--- src/rtl/conv_ram_reader_if.sv ---
// ============================================================================
// Module      : conv_ram_reader_if
// Description : Control, RAM read-port and MAC-tag bundle for conv_ram_reader.
// Revision    : 1.0 - initial release
// ============================================================================
`default_nettype none

interface conv_ram_reader_if #(
    parameter int IMG_W   = 8,
    parameter int IMG_H   = 8,
    parameter int K       = 3,
    parameter int NUM_KER = 6
);
    localparam int c_OH   = IMG_H - K + 1;
    localparam int c_OW   = IMG_W - K + 1;
    localparam int c_DA_W = (IMG_W * IMG_H > 1) ? $clog2(IMG_W * IMG_H) : 1;
    localparam int c_WA_W = (K * K * NUM_KER > 1) ? $clog2(K * K * NUM_KER) : 1;
    localparam int c_KI_W = (NUM_KER > 1) ? $clog2(NUM_KER) : 1;
    localparam int c_OR_W = (c_OH > 1) ? $clog2(c_OH) : 1;
    localparam int c_OC_W = (c_OW > 1) ? $clog2(c_OW) : 1;

    logic              start;
    logic              load_done;
    logic              acc_ready;
    logic [c_DA_W-1:0] data_ram_raddr;
    logic [c_WA_W-1:0] weight_ram_raddr;
    logic              data_ram_ren;
    logic              weight_ram_ren;
    logic              rd_valid;
    logic              win_first;
    logic              win_last;
    logic [c_KI_W-1:0] ker_idx;
    logic [c_OR_W-1:0] out_row;
    logic [c_OC_W-1:0] out_col;
    logic              busy;
    logic              done;

    modport master (
        input  start, load_done, acc_ready,
        output data_ram_raddr, weight_ram_raddr, data_ram_ren, weight_ram_ren,
        output rd_valid, win_first, win_last, ker_idx, out_row, out_col,
        output busy, done
    );

    modport slave (
        output start, load_done, acc_ready,
        input  data_ram_raddr, weight_ram_raddr, data_ram_ren, weight_ram_ren,
        input  rd_valid, win_first, win_last, ker_idx, out_row, out_col,
        input  busy, done
    );
endinterface

`default_nettype wire

--- src/rtl/conv_ram_reader.sv ---
// ============================================================================
// Module      : conv_ram_reader
// Description : Walks every tap of every output pixel of every kernel of a
//               stride-1 KxK convolution, one RAM read pair per cycle.
// Revision    : 1.0 - initial release
// ============================================================================
`default_nettype none

module conv_ram_reader #(
    parameter int IMG_W   = 8,
    parameter int IMG_H   = 8,
    parameter int K       = 3,
    parameter int NUM_KER = 6
) (
    input  logic               clk,
    input  logic               rst,
    conv_ram_reader_if.master  bus
);
    localparam int c_OH   = IMG_H - K + 1;
    localparam int c_OW   = IMG_W - K + 1;
    localparam int c_DA_W = (IMG_W * IMG_H > 1) ? $clog2(IMG_W * IMG_H) : 1;
    localparam int c_WA_W = (K * K * NUM_KER > 1) ? $clog2(K * K * NUM_KER) : 1;
    localparam int c_KI_W = (NUM_KER > 1) ? $clog2(NUM_KER) : 1;
    localparam int c_OR_W = (c_OH > 1) ? $clog2(c_OH) : 1;
    localparam int c_OC_W = (c_OW > 1) ? $clog2(c_OW) : 1;
    localparam int c_KT_W = (K > 1) ? $clog2(K) : 1;

    localparam logic [c_KT_W-1:0] c_TAP_MAX = c_KT_W'(K - 1);
    localparam logic [c_OC_W-1:0] c_COL_MAX = c_OC_W'(c_OW - 1);
    localparam logic [c_OR_W-1:0] c_ROW_MAX = c_OR_W'(c_OH - 1);
    localparam logic [c_KI_W-1:0] c_KER_MAX = c_KI_W'(NUM_KER - 1);

    localparam logic [1:0] c_ST_IDLE  = 2'd0;
    localparam logic [1:0] c_ST_RUN   = 2'd1;
    localparam logic [1:0] c_ST_DRAIN = 2'd2;
    localparam logic [1:0] c_ST_DONE  = 2'd3;

    logic [1:0]        state_q, state_d;
    logic [c_KI_W-1:0] k_q, k_d;
    logic [c_OR_W-1:0] r_q, r_d;
    logic [c_OC_W-1:0] c_q, c_d;
    logic [c_KT_W-1:0] ky_q, ky_d;
    logic [c_KT_W-1:0] kx_q, kx_d;

    logic              rd_valid_q;
    logic              first_q;
    logic              last_q;
    logic [c_KI_W-1:0] ker_q;
    logic [c_OR_W-1:0] row_q;
    logic [c_OC_W-1:0] col_q;

    logic w_issue;
    logic w_tap_first;
    logic w_tap_last;
    logic w_final;

    assign w_issue     = (state_q == c_ST_RUN) && bus.acc_ready;
    assign w_tap_first = (ky_q == '0) && (kx_q == '0);
    assign w_tap_last  = (ky_q == c_TAP_MAX) && (kx_q == c_TAP_MAX);
    assign w_final     = w_tap_last && (c_q == c_COL_MAX) && (r_q == c_ROW_MAX)
                         && (k_q == c_KER_MAX);

    // Nested odometer: kx is the fastest digit, kernel index the slowest.
    always_comb begin
        state_d = state_q;
        k_d     = k_q;
        r_d     = r_q;
        c_d     = c_q;
        ky_d    = ky_q;
        kx_d    = kx_q;
        case (state_q)
            c_ST_IDLE: begin
                if (bus.start && bus.load_done) begin
                    state_d = c_ST_RUN;
                end
            end
            c_ST_RUN: begin
                if (w_issue) begin
                    if (kx_q == c_TAP_MAX) begin
                        kx_d = '0;
                        if (ky_q == c_TAP_MAX) begin
                            ky_d = '0;
                            if (c_q == c_COL_MAX) begin
                                c_d = '0;
                                if (r_q == c_ROW_MAX) begin
                                    r_d = '0;
                                    k_d = (k_q == c_KER_MAX) ? '0 : k_q + 1'b1;
                                end else begin
                                    r_d = r_q + 1'b1;
                                end
                            end else begin
                                c_d = c_q + 1'b1;
                            end
                        end else begin
                            ky_d = ky_q + 1'b1;
                        end
                    end else begin
                        kx_d = kx_q + 1'b1;
                    end
                    if (w_final) begin
                        state_d = c_ST_DRAIN;
                    end
                end
            end
            c_ST_DRAIN: begin
                state_d = c_ST_DONE;
            end
            c_ST_DONE: begin
                state_d = c_ST_IDLE;
                k_d     = '0;
                r_d     = '0;
                c_d     = '0;
                ky_d    = '0;
                kx_d    = '0;
            end
            default: begin
                state_d = c_ST_IDLE;
            end
        endcase
    end

    always_ff @(posedge clk) begin
        if (rst) begin
            state_q <= c_ST_IDLE;
            k_q     <= '0;
            r_q     <= '0;
            c_q     <= '0;
            ky_q    <= '0;
            kx_q    <= '0;
        end else begin
            state_q <= state_d;
            k_q     <= k_d;
            r_q     <= r_d;
            c_q     <= c_d;
            ky_q    <= ky_d;
            kx_q    <= kx_d;
        end
    end

    // Tags trail the issue by one cycle to line up with the RAM read latency.
    always_ff @(posedge clk) begin
        if (rst) begin
            rd_valid_q <= 1'b0;
            first_q    <= 1'b0;
            last_q     <= 1'b0;
            ker_q      <= '0;
            row_q      <= '0;
            col_q      <= '0;
        end else begin
            rd_valid_q <= w_issue;
            first_q    <= w_issue && w_tap_first;
            last_q     <= w_issue && w_tap_last;
            if (w_issue) begin
                ker_q <= k_q;
                row_q <= r_q;
                col_q <= c_q;
            end
        end
    end

    assign bus.data_ram_raddr   = c_DA_W'((c_DA_W'(r_q) + c_DA_W'(ky_q)) * c_DA_W'(IMG_W)
                                          + c_DA_W'(c_q) + c_DA_W'(kx_q));
    assign bus.weight_ram_raddr = c_WA_W'(c_WA_W'(k_q) * c_WA_W'(K * K)
                                          + c_WA_W'(ky_q) * c_WA_W'(K) + c_WA_W'(kx_q));
    assign bus.data_ram_ren     = w_issue;
    assign bus.weight_ram_ren   = w_issue;
    assign bus.rd_valid         = rd_valid_q;
    assign bus.win_first        = first_q;
    assign bus.win_last         = last_q;
    assign bus.ker_idx          = ker_q;
    assign bus.out_row          = row_q;
    assign bus.out_col          = col_q;
    assign bus.busy             = (state_q == c_ST_RUN) || (state_q == c_ST_DRAIN);
    assign bus.done             = (state_q == c_ST_DONE);

endmodule

`default_nettype wire

--- src/flat_wrapper.sv ---
// flat-port wrapper written by rule: the top's interface ports become plain ports
module conv_ram_reader_flat 
#(
    parameter int IMG_W   = 8,
    parameter int IMG_H   = 8,
    parameter int K       = 3,
    parameter int NUM_KER = 6
)
  (clk, rst, bus_start, bus_load_done, bus_acc_ready, bus_data_ram_raddr, bus_weight_ram_raddr, bus_data_ram_ren, bus_weight_ram_ren, bus_rd_valid, bus_win_first, bus_win_last, bus_ker_idx, bus_out_row, bus_out_col, bus_busy, bus_done);
  conv_ram_reader_if #(.IMG_W(IMG_W), .IMG_H(IMG_H), .K(K), .NUM_KER(NUM_KER)) bus_i ();
  input  logic clk;
  input  logic rst;
  input wire logic [$bits(bus_i.start)-1:0] bus_start;
  input wire logic [$bits(bus_i.load_done)-1:0] bus_load_done;
  input wire logic [$bits(bus_i.acc_ready)-1:0] bus_acc_ready;
  output wire logic [$bits(bus_i.data_ram_raddr)-1:0] bus_data_ram_raddr;
  output wire logic [$bits(bus_i.weight_ram_raddr)-1:0] bus_weight_ram_raddr;
  output wire logic [$bits(bus_i.data_ram_ren)-1:0] bus_data_ram_ren;
  output wire logic [$bits(bus_i.weight_ram_ren)-1:0] bus_weight_ram_ren;
  output wire logic [$bits(bus_i.rd_valid)-1:0] bus_rd_valid;
  output wire logic [$bits(bus_i.win_first)-1:0] bus_win_first;
  output wire logic [$bits(bus_i.win_last)-1:0] bus_win_last;
  output wire logic [$bits(bus_i.ker_idx)-1:0] bus_ker_idx;
  output wire logic [$bits(bus_i.out_row)-1:0] bus_out_row;
  output wire logic [$bits(bus_i.out_col)-1:0] bus_out_col;
  output wire logic [$bits(bus_i.busy)-1:0] bus_busy;
  output wire logic [$bits(bus_i.done)-1:0] bus_done;
  assign bus_i.start = bus_start;
  assign bus_i.load_done = bus_load_done;
  assign bus_i.acc_ready = bus_acc_ready;
  assign bus_data_ram_raddr = bus_i.data_ram_raddr;
  assign bus_weight_ram_raddr = bus_i.weight_ram_raddr;
  assign bus_data_ram_ren = bus_i.data_ram_ren;
  assign bus_weight_ram_ren = bus_i.weight_ram_ren;
  assign bus_rd_valid = bus_i.rd_valid;
  assign bus_win_first = bus_i.win_first;
  assign bus_win_last = bus_i.win_last;
  assign bus_ker_idx = bus_i.ker_idx;
  assign bus_out_row = bus_i.out_row;
  assign bus_out_col = bus_i.out_col;
  assign bus_busy = bus_i.busy;
  assign bus_done = bus_i.done;
  conv_ram_reader #(.IMG_W(IMG_W), .IMG_H(IMG_H), .K(K), .NUM_KER(NUM_KER)) u_core (.clk(clk), .rst(rst), .bus(bus_i));
endmodule
--- config.mk ---
export PLATFORM = sky130hd
export DESIGN_NAME = conv_ram_reader_flat
export DESIGN_NICKNAME = d
export VERILOG_FILES = /design/src/rtl/conv_ram_reader_if.sv /design/src/rtl/conv_ram_reader.sv /design/src/flat_wrapper.sv
export SDC_FILE = /design/constraint.sdc
export NUM_CORES = 1
export LEC_CHECK = 0
export CORE_MARGIN = 4
export CORE_UTILIZATION = 57
export DETAILED_ROUTE_END_ITERATION = 7
export DONT_BUFFER_PORTS = 1
export PLACE_DENSITY = 0.86
export SLEW_MARGIN = 20
export SYNTH_ARGS = -nofsm -noshare
export SYNTH_HDL_FRONTEND = slang
export SYNTH_SLANG_ARGS = --single-unit
export TNS_END_PERCENT = 100
--- constraint.sdc ---
create_clock -name clk -period 2.29 [get_ports clk]
set_input_delay 0.229 -clock clk [delete_from_list [all_inputs] [get_ports clk]]
set_output_delay 0.229 -clock clk [all_outputs]
set_load 0.02 [all_outputs]
After elaboration in Yosys (flattened, before gate mapping):

Cells that the tools add are included.

* register bits after elaboration: 27
* bits in latches: 0
* memory bits (writable): 0
* bits in read-only memories: 0
* output and inout port bits: 28
* logic and storage cells: 88
* memories: 0

* $add $sub $neg: 10
* multiply operators: 2
* div/mod/pow operators: 0
* order comparisons: 0
* eq/ne operators: 15
* shift-type cells: 0
* mux-type cells: 29
* bitwise logic cells: 0
* reductions and logical operators: 20

Operators by type and width (number)
* 3-bit two-way mux: 15
* 3-bit case mux with 2 select lines: 3
* 2-bit two-way mux: 8
* 6-bit by 2-bit adder with 6-bit output: 2
* 3-bit by 1-bit adder with 3-bit output, second input constant: 3
* 3-bit == test, second input constant: 3
* 1-bit logical AND: 9
* 2-bit == test, second input constant: 4
* 2-bit != test, second input constant: 4
* 2-bit case mux with 2 select lines: 2
* 2-bit case mux with 4 select lines: 1
* 6-bit by 3-bit adder with 6-bit output: 1
* 6-bit by 4-bit adder with 6-bit output: 1
* 2-bit zero test: 3
* 3-bit by 4-bit multiplier with 6-bit output, second input constant: 1
* 2-bit by 1-bit != test with 1-bit output, second input constant: 3
* 3-bit AND reduction: 2
* 6-bit AND reduction: 1
* 5-bit AND reduction: 1
* 2-bit by 1-bit adder with 2-bit output, second input constant: 2
* 2-bit by 2-bit multiplier with 4-bit output, second input constant: 1
* 4-bit AND reduction: 1
* 3-bit by 2-bit adder with 3-bit output: 1
* 2-bit by 1-bit == test with 1-bit output, second input constant: 1
* 3 further kinds: 3

Logic depth before layout (Yosys ltp):

Gate-level depths: netlist of the first run.

* depth in word-level cells: 8
* mapped depth: 10

Least setup slack after synthesis of the first run:

Ideal clock, no wire load.

* path kind: register -> output
* from: register u_core.ky_q[1]
* to: output port bus_weight_ram_raddr[4]
* arrival time: 2508 ps
* data required time: 2061 ps
* setup slack: -447 ps
* cell stages (with the launch flop): 11
* cells stage by stage: dfxtp_1 > ha_1 > inv_1 > fa_1 > inv_1 > ha_1 > ha_1 > nor2b_1 > o21ai_0 > nand2_1 > xor2_1

* longest elaborated chain between the ends: 3

RTL lines
* start: declaration: line conv_ram_reader.sv:42 `logic [c_KT_W-1:0] ky_q, ky_d;`
* start signal: assignment: line conv_ram_reader.sv:135 `ky_q <= ky_d;`
* 2-bit by 2-bit multiplier with 4-bit output: line conv_ram_reader.sv:164 `+ c_WA_W'(ky_q) * c_WA_W'(K) + c_WA_W'(kx_q));`
* 6-bit by 4-bit adder with 6-bit output: line conv_ram_reader.sv:164
* 6-bit by 2-bit adder with 6-bit output: line conv_ram_reader.sv:164
* end: declaration: line flat_wrapper.sv:17 `output wire logic [$bits(bus_i.weight_ram_raddr)-1:0] bus_weight_ram_raddr;`

No other way between the ends.

Final worst setup path of the first run:

* from: register u_core.ky_q[1]
* to: output port bus_weight_ram_raddr[5]

The elaborated chain is that of the path after synthesis.

==> impl_metrics.yaml, run 1 <==
placement:
  placed_cells: 270
  globalplace.congestion: 0.842
  portBuffers: 0
  dp_hpwl_um: 2960
cts:
  clk-insertion-delay-late_ps: 340
  clock_path_buffers: 2
  root_buffer: "clkbuf_4"
  cts_tree: "built"
  clkSlewWorstSetupHoldPaths_ps: 150
  cts_buffers: 3
  cts_sinks: 27
  ctsHtreeMaxLevel: 1
critical_path:
  path_max_fanout: 4
  critPathKind: "reg -> out"
  cp-end-kind: "output pin"
  max_stage_delay_ps: 480
  critPathTopFamily: "adder cells"
  cpMostUsedCell: "ha_4"
  crit_slowest_cell: "fa_1"
  critical_path_required_ps: 2060
  path_buf_inv: 3
  crit_chain: "ha_4, inv_2, fa_1, inv_2, ha_4, ha_4, nand2_1, o211ai_1, a21oi_2, xnor2_2, buf_4"
  r2r-end: "u_core.state_q[1]"
  timing.rr.start: "u_core.ky_q[0]"
  reg2reg_slack_ps: 360
  start_kind: "register"
  cp.arrival_ps: 2620
  reg2reg_depth: 7
logic_synthesis:
  synth_top_area_frac: 0.302
  yosys-top-cells-area: "dfxtp_1, ha_1, nand2_1, a21oi_1, fa_1"
  synth_most_common_cell: "nand2_1"
  synth_nets: 246
  yosysTopAreaCell: "dfxtp_1"
  synth_enable_flop_cells: 0
  async_reset_ff_frac: 0
  ys.flop_type: "dfxtp_1"
  avgSynthCellArea_um2: 8.39
  synth_area_um2: 1790
  yosys_warnings: 0
  synth_cell_types: 46
  syn_inst: 213
  synth-seq-area-share: 0.302
  ys_ff_latch: 27
  netlist_top_cells_count: "nand2_1, dfxtp_1, ha_1"
cells_and_area:
  final_nets: 268
  drive_gt1_frac: 0.282
  fillers: 210
  areaGrowthSynthToFinish_pct: 26.4
  diodes: 0
  instances_no_fill: 278
die:
  coreArea_um2: 3030
  start_util: 0.590
  die_y_um: 64.0
  fp.dieW_um: 64.0
  rows: 20
  io-pin-count: 33
  dieArea_um2: 4100
drt:
  drc_errors: 0
  vias_per_cell: 5.71
  routedWlPerCell_um: 16.3
  ant_nets: 0
  drt_wl_total_um: 4540
  drt-initial-drc-count: 137
  dr.pass1.iters: 4
  num_vias: 1586
timing:
  worst_slew_pin_slew_ps: 749
  skew_ps: 2.46
  setup_viol: 6
  period_share: 1.24
  rsz0062_at_grt: "true"
  hold_viol: 0
  max_freq_ghz: 0.351
  timing.final.ws_setup_ps: -558
  slew_headroom: 0.499
  fin_crit_ps: 2850
  hold_slack_ps: 88.5
  maxSlewViolCount: 0
power_and_ir_drop:
  leakage_uw: 0.000915
  power_density_nw_per_um2: 498
  irDropWorstVdd_v: 0.000392
global_routing:
  grt_pass1_wl_um: 7630
  grt_usage: 0.238
  grt_max_degree: 21
  grt_pass1_vias: 1588
  grt-ovfl-total: 0
  antenna_found_initial: 0
hold_path:
  hold_class: "in -> reg"
  min_to: "u_core.k_q[2]"
  holdCritStartpoint: "rst"
  whs_path_depth: 3
outcome:
  status: "finished with violations"
  violations: "negative setup slack"
flow_run:
  cap_violations: 0
-- placed cells by master, fill, tap and decap left out, types with 2 or more instances in the layout --
cell and count:
inv_4 2, nor4_1 4, nand3_1 2, dfxtp_4 3
xnor2_2 3, fa_2 2, buf_6 4, inv_1 15
nand2_1 32, and4b_1 2, nor2_1 12, a22oi_1 2
a21oi_1 19, buf_4 23, a32o_1 2, dfxtp_2 2
and3b_1 2, nor3_1 3, inv_2 5, a21oi_2 2
clkbuf_4 3, or3_1 2, fa_1 3, o21ai_0 5
a21o_1 2, ha_4 10, nand2b_1 2, nor2_4 2
xnor2_1 3, ha_1 12, dfxtp_1 22
-- metrics by stage --
step	power [µW]	worst slack, ps	utilization	area [µm²]	setup TNS, ps
floorplan	818	-126	-	1920	-248
global placement	871	-158	0.693	2100	-412
detailed placement	883	-227	0.693	2100	-574
CTS	1110	-571	0.736	2230	-2020
global route	1190	-652	0.746	2260	-2490
finish	1120	-558	0.746	2260	-2050
-- kinds of logic after synthesis --
kind of cell / Yosys count / synth area share
AOI/OAI and AO/OA: 45 / 0.157
xor gates and xnor gates: 9 / 0.0441
adders and majority gates: 28 / 0.217
buffers and inverters: 32 / 0.0777
DFF: 27 / 0.302
muxes: 1 / 0.00560
and+or+nand+nor: 71 / 0.196
-- state kept, by name (all words and copies together), names as in the netlist --
register and cells:
u_core.r_q 3, u_core.bus.out_col 3, u_core.kx_q 2, u_core.state_q 2
u_core.bus.win_last 1, u_core.bus.ker_idx 3, u_core.k_q 3, u_core.c_q 3
u_core.bus.win_first 1, u_core.bus.rd_valid 1, u_core.ky_q 2, u_core.bus.out_row 3
-- layer usage --
metal	track usage	wire length, µm	vias to the layer above
li1	-	-	766
met1	0.303	1880	734
met2	0.378	2210	75
met3	0.0404	342	11
met4	0.135	112	0
met5	0	0	-
-- power breakdown --
| group | internal, µW | leakage [µW] | total, µW | switching, µW |
|---|---|---|---|---|
| Sequential | 489 | 0.000221 | 511 | 21.9 |
| Clock | 68.5 | 0.0000183 | 223 | 155 |
| Combinational | 121 | 0.000676 | 390 | 270 |
-- how the worst max path moves through the flow --
| stage | start | end | cells after the start |
|---|---|---|---|
| 2_1_floorplan | u_core.ky_q[1] | bus_weight_ram_raddr[5] | 10 |
| 3_3_place_gp | u_core.ky_q[1] | bus_weight_ram_raddr[4] | 11 |
| 3_5_place_dp | u_core.ky_q[1] | bus_weight_ram_raddr[4] | 11 |
| 4_1_cts | u_core.ky_q[1] | bus_weight_ram_raddr[4] | 11 |
| 5_1_grt | u_core.ky_q[1] | bus_weight_ram_raddr[5] | 11 |
| 6_report | u_core.ky_q[1] | bus_weight_ram_raddr[5] | 11 |
-- tightest hold or removal path, cell delays in order --
cell and delay, ps:
a311oi_1 30, nor2_1 80, o2bb2ai_1 70
-- final cells by class --
| class | instances | area [µm²] | area share |
|---|---|---|---|
| multi-input combinational | 154 | 1310 | 0.581 |
| sequential | 27 | 554 | 0.245 |
| timing repair buffer | 28 | 228 | 0.101 |
| inverter | 21 | 81.3 | 0.0360 |
| tap | 44 | 55.1 | 0.0244 |
| clock buffer | 3 | 22.5 | 0.00997 |
| clock inverter | 1 | 6.26 | 0.00277 |
-- repair_timing --
action,4_1_cts,5_1_grt
setup buffers,2,1
endpoints found under the hold margin,20,0
gates resized for setup,15,7
pin swaps,14,10
endpoints found under the setup margin,7,8
hold buffers,1,0
No activity file was read; power rests on OpenSTA's default activity.
==> inputs of run 2 (changes only) <==
--- a/config.mk
+++ b/config.mk
@@ -5,8 +5,11 @@
 export SDC_FILE = /design/constraint.sdc
 export NUM_CORES = 1
 export LEC_CHECK = 0
+export ABC_AREA = 1
+export CELL_PAD_IN_SITES_DETAIL_PLACEMENT = 1
+export CELL_PAD_IN_SITES_GLOBAL_PLACEMENT = 1
 export CORE_MARGIN = 4
-export CORE_UTILIZATION = 57
+export CORE_UTILIZATION = 41
 export DETAILED_ROUTE_END_ITERATION = 7
 export DONT_BUFFER_PORTS = 1
 export PLACE_DENSITY = 0.86
==> impl_metrics.yaml, run 2 <==
outcome:
  status: "finished with violations"
  violations: "negative setup slack"
timing:
  fin_crit_ps: 2700
  rsz0062_at_grt: "true"
  period_share: 1.18
  setup_viol: 5
  max_freq_ghz: 0.370
  timing.final.ws_setup_ps: -414
  skew_ps: 4.53
  fin_setup_tns_ps: -1500
  slew_headroom: 0.626
  worst_slew_pin_slew_ps: 560
  maxSlewViolCount: 0
  hold_slack_ps: 10.5
  hold_viol: 0
logic_synthesis:
  yosys-top-cells-area: "dfxtp_1, ha_1, nand2_1, inv_1, nor2_1"
  avgSynthCellArea_um2: 7.41
  yosys_warnings: 0
  netlist_top_cells_count: "nand2_1, inv_1, dfxtp_1, nor2_1, ha_1"
  synth_nets: 279
  yosysTopAreaCell: "dfxtp_1"
  synth_most_common_cell: "nand2_1"
  ys.flop_type: "dfxtp_1"
  async_reset_ff_frac: 0
  ys_ff_latch: 27
  synth_top_area_frac: 0.296
  syn_inst: 246
  synth_cell_types: 25
  synth_enable_flop_cells: 0
  synth-seq-area-share: 0.296
  synth_area_um2: 1820
cells_and_area:
  final_nets: 300
  finish.utilization: 0.553
  diodes: 0
  areaGrowthSynthToFinish_pct: 25.7
  final_cell_mix: "nand2_1, inv_1, nor2_1, dfxtp_1, buf_4"
  drive_gt1_frac: 0.282
  mostFrequentLayoutCell: "nand2_1"
cts:
  clk-insertion-delay-late_ps: 270
  clock_path_buffers: 2
  cts_sinks: 27
  ctsHtreeMaxLevel: 1
  root_buffer: "clkbuf_8"
  cts_buffers: 3
  cts_tree: "built"
  clkSlewWorstSetupHoldPaths_ps: 100
critical_path:
  critPathKind: "reg -> out"
  start_kind: "register"
  timing.rr.start: "u_core.state_q[1]"
  crit_chain: "ha_4, inv_2, fa_1, inv_2, ha_4, ha_4, nand2_2, nand2_2, nand2_2, nand3_2, xor2_4"
  cp.arrival_ps: 2470
  max_stage_delay_ps: 500
  path_buf_inv: 2
  path_max_fanout: 5
  crit_slowest_cell: "fa_1"
  critical_path_required_ps: 2060
  critPathTopFamily: "adder cells"
  cp-end-kind: "output pin"
  critical_path.startpoint: "u_core.ky_q[1]"
global_routing:
  grt_pass1_vias: 1912
  grt-ovfl-total: 0
  antenna_found_initial: 0
  grt_usage: 0.222
  grt_max_degree: 21
  grt_pass1_wl_um: 9410
power_and_ir_drop:
  comb_power_share: 0.388
  leakage_uw: 0.00103
  power.switching_uw: 653
  p_sw_frac: 0.436
  power_density_nw_per_um2: 654
  irDropWorstVdd_v: 0.000562
  pwr-share-clk: 0.188
  p_int_uw: 845
  p_seq_frac: 0.424
drt:
  num_vias: 1729
  ant_nets: 0
  drc_errors: 0
  dr.pass1.iters: 4
  drt-initial-drc-count: 126
  drt_wl_total_um: 5680
  vias_per_cell: 5.47
  routedWlPerCell_um: 18.0
die:
  fp.dieW_um: 74.7
  dieArea_um2: 5580
  rows: 23
  coreArea_um2: 4140
  start_util: 0.440
  die_y_um: 74.7
  io-pin-count: 33
flow_run:
  cap_violations: 0
placement:
  globalplace.congestion: 0.825
  portBuffers: 0
  dp_hpwl_um: 4280
  dp_slack_ps: -194
hold_path:
  holdCritStartpoint: "rst"
  hold_class: "in -> reg"
run 2: cell types whose count changed in the layout (fill, tap and decap cells not counted), sizes merged, moves of 3 or more:
| cell | previous run | this run |
|---|---|---|
| o21ai | 6 | 19 |
| buf | 27 | 21 |
| nand3 | 2 | 14 |
| xor2 | 2 | 5 |
| inv | 22 | 37 |
| nor4 | 4 | 0 |
| nor2 | 14 | 31 |
| nand2 | 32 | 47 |
run 2: metrics by stage:
| step | instances | cell area [µm²] | total power [µW] |
|---|---|---|---|
| after detailed placement | 309 | 2140 | 1190 |
| after CTS | 313 | 2240 | 1490 |
| final | 316 | 2290 | 1500 |
| after floorplan | 246 | 1960 | 1060 |
| after global placement | 309 | 2140 | 1160 |
| after global routing | 316 | 2290 | 1610 |
run 2: worst reg2reg max path: cells and delay by family, from the launching register on:
| kind | cells | cell delay (ps) |
|---|---|---|
| adders and majority gates | 1 | 310 |
| buffers and inverters | 2 | 210 |
| AOI/OAI and AO/OA | 2 | 430 |
| DFF | 1 | 340 |
| and+or+nand+nor | 3 | 480 |
run 2: area by class of cell:
cell class | instances | area, µm²
Fill cell | 523 | 1850
Multi-Input combinational cell | 176 | 1310
Tap cell | 50 | 62.6
Inverter | 37 | 141
Clock buffer | 4 | 45.0
Timing Repair Buffer | 22 | 175
Sequential cell | 27 | 553
run 2: path summary, 6_finish.rpt:
check / cells after the start / to / slack (ps)
max: 11 / bus_weight_ram_raddr[5] / -410
min: 1 / u_core.k_q[1] / 10
max reg2reg: 8 / u_core.c_q[0] / 430
min reg2reg: 2 / u_core.r_q[2] / 560
run 2: timing repair:
item                       4_1_cts  5_1_grt
gates cloned                     0        0
pin swaps                       13        5
setup buffers                    0        2
hold endpoints to repair         0        4
gates resized for setup         12        8
setup endpoints to repair        6        8
hold buffers                     0        1
run 2: cell families after synthesis:
group	count (synthesis)	share of synthesized area
and+or+nand+nor	98	0.236
buffers and inverters	43	0.0940
AOI/OAI and AO/OA	40	0.113
adders and majority gates	28	0.213
DFF	27	0.297
xor gates and xnor gates	10	0.0480
run 2: power groups by stage:
| stage | combinational [µW] | sequential [µW] | clock (µW) |
|---|---|---|---|
| final | 581 | 635 | 281 |
| after CTS | 572 | 636 | 283 |
| after floorplan | 425 | 633 | 0 |
| after global routing | 660 | 643 | 310 |
| after detailed placement | 550 | 644 | 0 |
| after global placement | 519 | 640 | 0 |
run 2: per-layer routing:
metal | up-vias | share of wire | track usage
li1 | 818 | - | -
met1 | 861 | 0.44 | 0.280
met2 | 38 | 0.50 | 0.384
met3 | 12 | 0.038 | 0.0401
met4 | 0 | 0.020 | 0.0692
met5 | - | 0 | 0
==> inputs of run 3 (changes only) <==
--- a/config.mk
+++ b/config.mk
@@ -13,6 +13,8 @@
 export DETAILED_ROUTE_END_ITERATION = 7
 export DONT_BUFFER_PORTS = 1
 export PLACE_DENSITY = 0.86
+export RECOVER_POWER = 100
+export REMOVE_ABC_BUFFERS = 1
 export SLEW_MARGIN = 20
 export SYNTH_ARGS = -nofsm -noshare
 export SYNTH_HDL_FRONTEND = slang
==> impl_metrics.yaml, run 3 (synthesis results as in run 2) <==
outcome:
  status: "finished with violations"
  violations: "negative setup slack"
placement:
  dp_slack_ps: -490
  dp_hpwl_um: 3920
  placed_cells: 317
  globalplace.congestion: 0.785
  portBuffers: 0
global_routing:
  antenna_found_initial: 0
  grt-ovfl-total: 0
  grt_pass1_wl_um: 10300
  grt_max_degree: 21
  grt_pass1_vias: 1961
  grt_usage: 0.247
power_and_ir_drop:
  power.switching_uw: 687
  p_sw_frac: 0.448
  leakage_uw: 0.00108
  power_density_nw_per_um2: 650
  p_seq_frac: 0.420
  comb_power_share: 0.382
  pwr-share-clk: 0.198
  p_int_uw: 847
  irDropWorstVdd_v: 0.000310
critical_path:
  critPathKind: "reg -> out"
  start_kind: "register"
  cp.arrival_ps: 2660
  cp-end-kind: "output pin"
  path_max_fanout: 5
  critical_path_required_ps: 2060
cts:
  cts_sinks: 27
  root_buffer: "clkbuf_8"
  clk-insertion-delay-late_ps: 290
  cts_tree: "built"
  cts_buffers: 3
  clkSlewWorstSetupHoldPaths_ps: 110
  clock_path_buffers: 2
  ctsHtreeMaxLevel: 1
timing:
  slew_headroom: 0.593
  maxSlewViolCount: 0
  setup_viol: 7
  timing.final.ws_setup_ps: -600
  fin_crit_ps: 2890
  period_share: 1.26
  worst_slew_pin_slew_ps: 610
  skew_ps: 2.56
  hold_viol: 0
  hold_slack_ps: 282
  max_freq_ghz: 0.346
  rsz0062_at_grt: "true"
drt:
  ant_nets: 0
  num_vias: 1801
  dr.pass1.iters: 4
  vias_per_cell: 5.52
  routedWlPerCell_um: 19.9
  drc_errors: 0
  drt_wl_total_um: 6480
  drt-initial-drc-count: 150
cells_and_area:
  areaGrowthSynthToFinish_pct: 29.4
  drive_gt1_frac: 0.279
  diodes: 0
  final_cell_mix: "nand2_1, inv_1, nor2_1, buf_4, dfxtp_1"
  final_nets: 310
  mostFrequentLayoutCell: "nand2_1"
  instances_no_fill: 326
die:
  rows: 23
  fp.dieW_um: 74.7
  start_util: 0.440
  die_y_um: 74.7
  coreArea_um2: 4140
  io-pin-count: 33
  dieArea_um2: 5580
hold_path:
  hold_class: "in -> reg"
flow_run:
  cap_violations: 0
-- run 3: cell types whose count changed in the layout (fill, tap and decap cells not counted), sizes merged --
| cell | before | now |
|---|---|---|
| buf | 21 | 27 |
| clkbuf | 4 | 6 |
| clkinvlp | 0 | 1 |
| dlygate4sd3 | 1 | 2 |
-- run 3: worst paths after layout --
path                            slack, ps         startpoint                      end  cells after the start
worst max-delay path                 -600     u_core.ky_q[1]  bus_weight_ram_raddr[5]                     12
worst max register to register         90  u_core.state_q[1]           u_core.kx_q[0]                      7
worst min register to register        550      u_core.c_q[0]    u_core.bus.out_col[0]                      2
worst min-delay path                  280      bus_acc_ready      u_core.bus.rd_valid                      2
-- run 3: stage by stage --
stage / utilization / instance area [µm²] / total power [µW] / TNS, ps
after floorplan: - / 1790 / 1040 / -1400
after global placement: 0.496 / 2060 / 1160 / -1090
after detailed placement: 0.496 / 2060 / 1190 / -1710
after CTS: 0.557 / 2310 / 1510 / -1940
after global routing: 0.569 / 2360 / 1650 / -3160
final: 0.569 / 2360 / 1530 / -2450
-- run 3: worst max-delay path: stages, from the launching register on --
cell     delay (ps)
dfxtp_4         410
inv_2            70
buf_4           150
fa_1            530
inv_2            50
ha_4            220
ha_4            310
nand2_4          60
nand2_4         100
nand2_2          60
nand3_2          80
xor2_2          190
buf_6           150
-- run 3: final cells by class --
type | count | area, µm²
well taps | 50 | 62.6
multi-input cells | 176 | 1320
fillers | 513 | 1780
repair buffers | 32 | 244
flip-flops and latches | 27 | 551
clock inverters | 1 | 7.51
inverters | 37 | 139
clock buffers | 3 | 41.3
-- run 3: metal layers --
| metal | global-route usage | vias to the layer above | wire, µm |
|---|---|---|---|
| met5 | 0 | - | 0 |
| met4 | 0.0988 | 0 | 146 |
| met3 | 0.0307 | 15 | 281 |
| met2 | 0.437 | 60 | 3340 |
| met1 | 0.304 | 887 | 2720 |
| li1 | - | 839 | - |
-- run 3: power by group through the flow --
stage	clock network (µW)	logic, µW	registers, µW
after floorplan	0	403	636
after global placement	0	519	645
after detailed placement	0	547	648
after CTS	299	574	639
after global routing	332	664	651
final	304	586	643
-- run 3: what timing repair did --
item | in CTS | in global routing
resized for setup | 35 | 16
endpoints found under the setup margin | 6 | 7
pin swaps | 17 | 10
hold buffers | 1 | 1
hold endpoints to repair | 3 | 6
setup buffers | 3 | 1
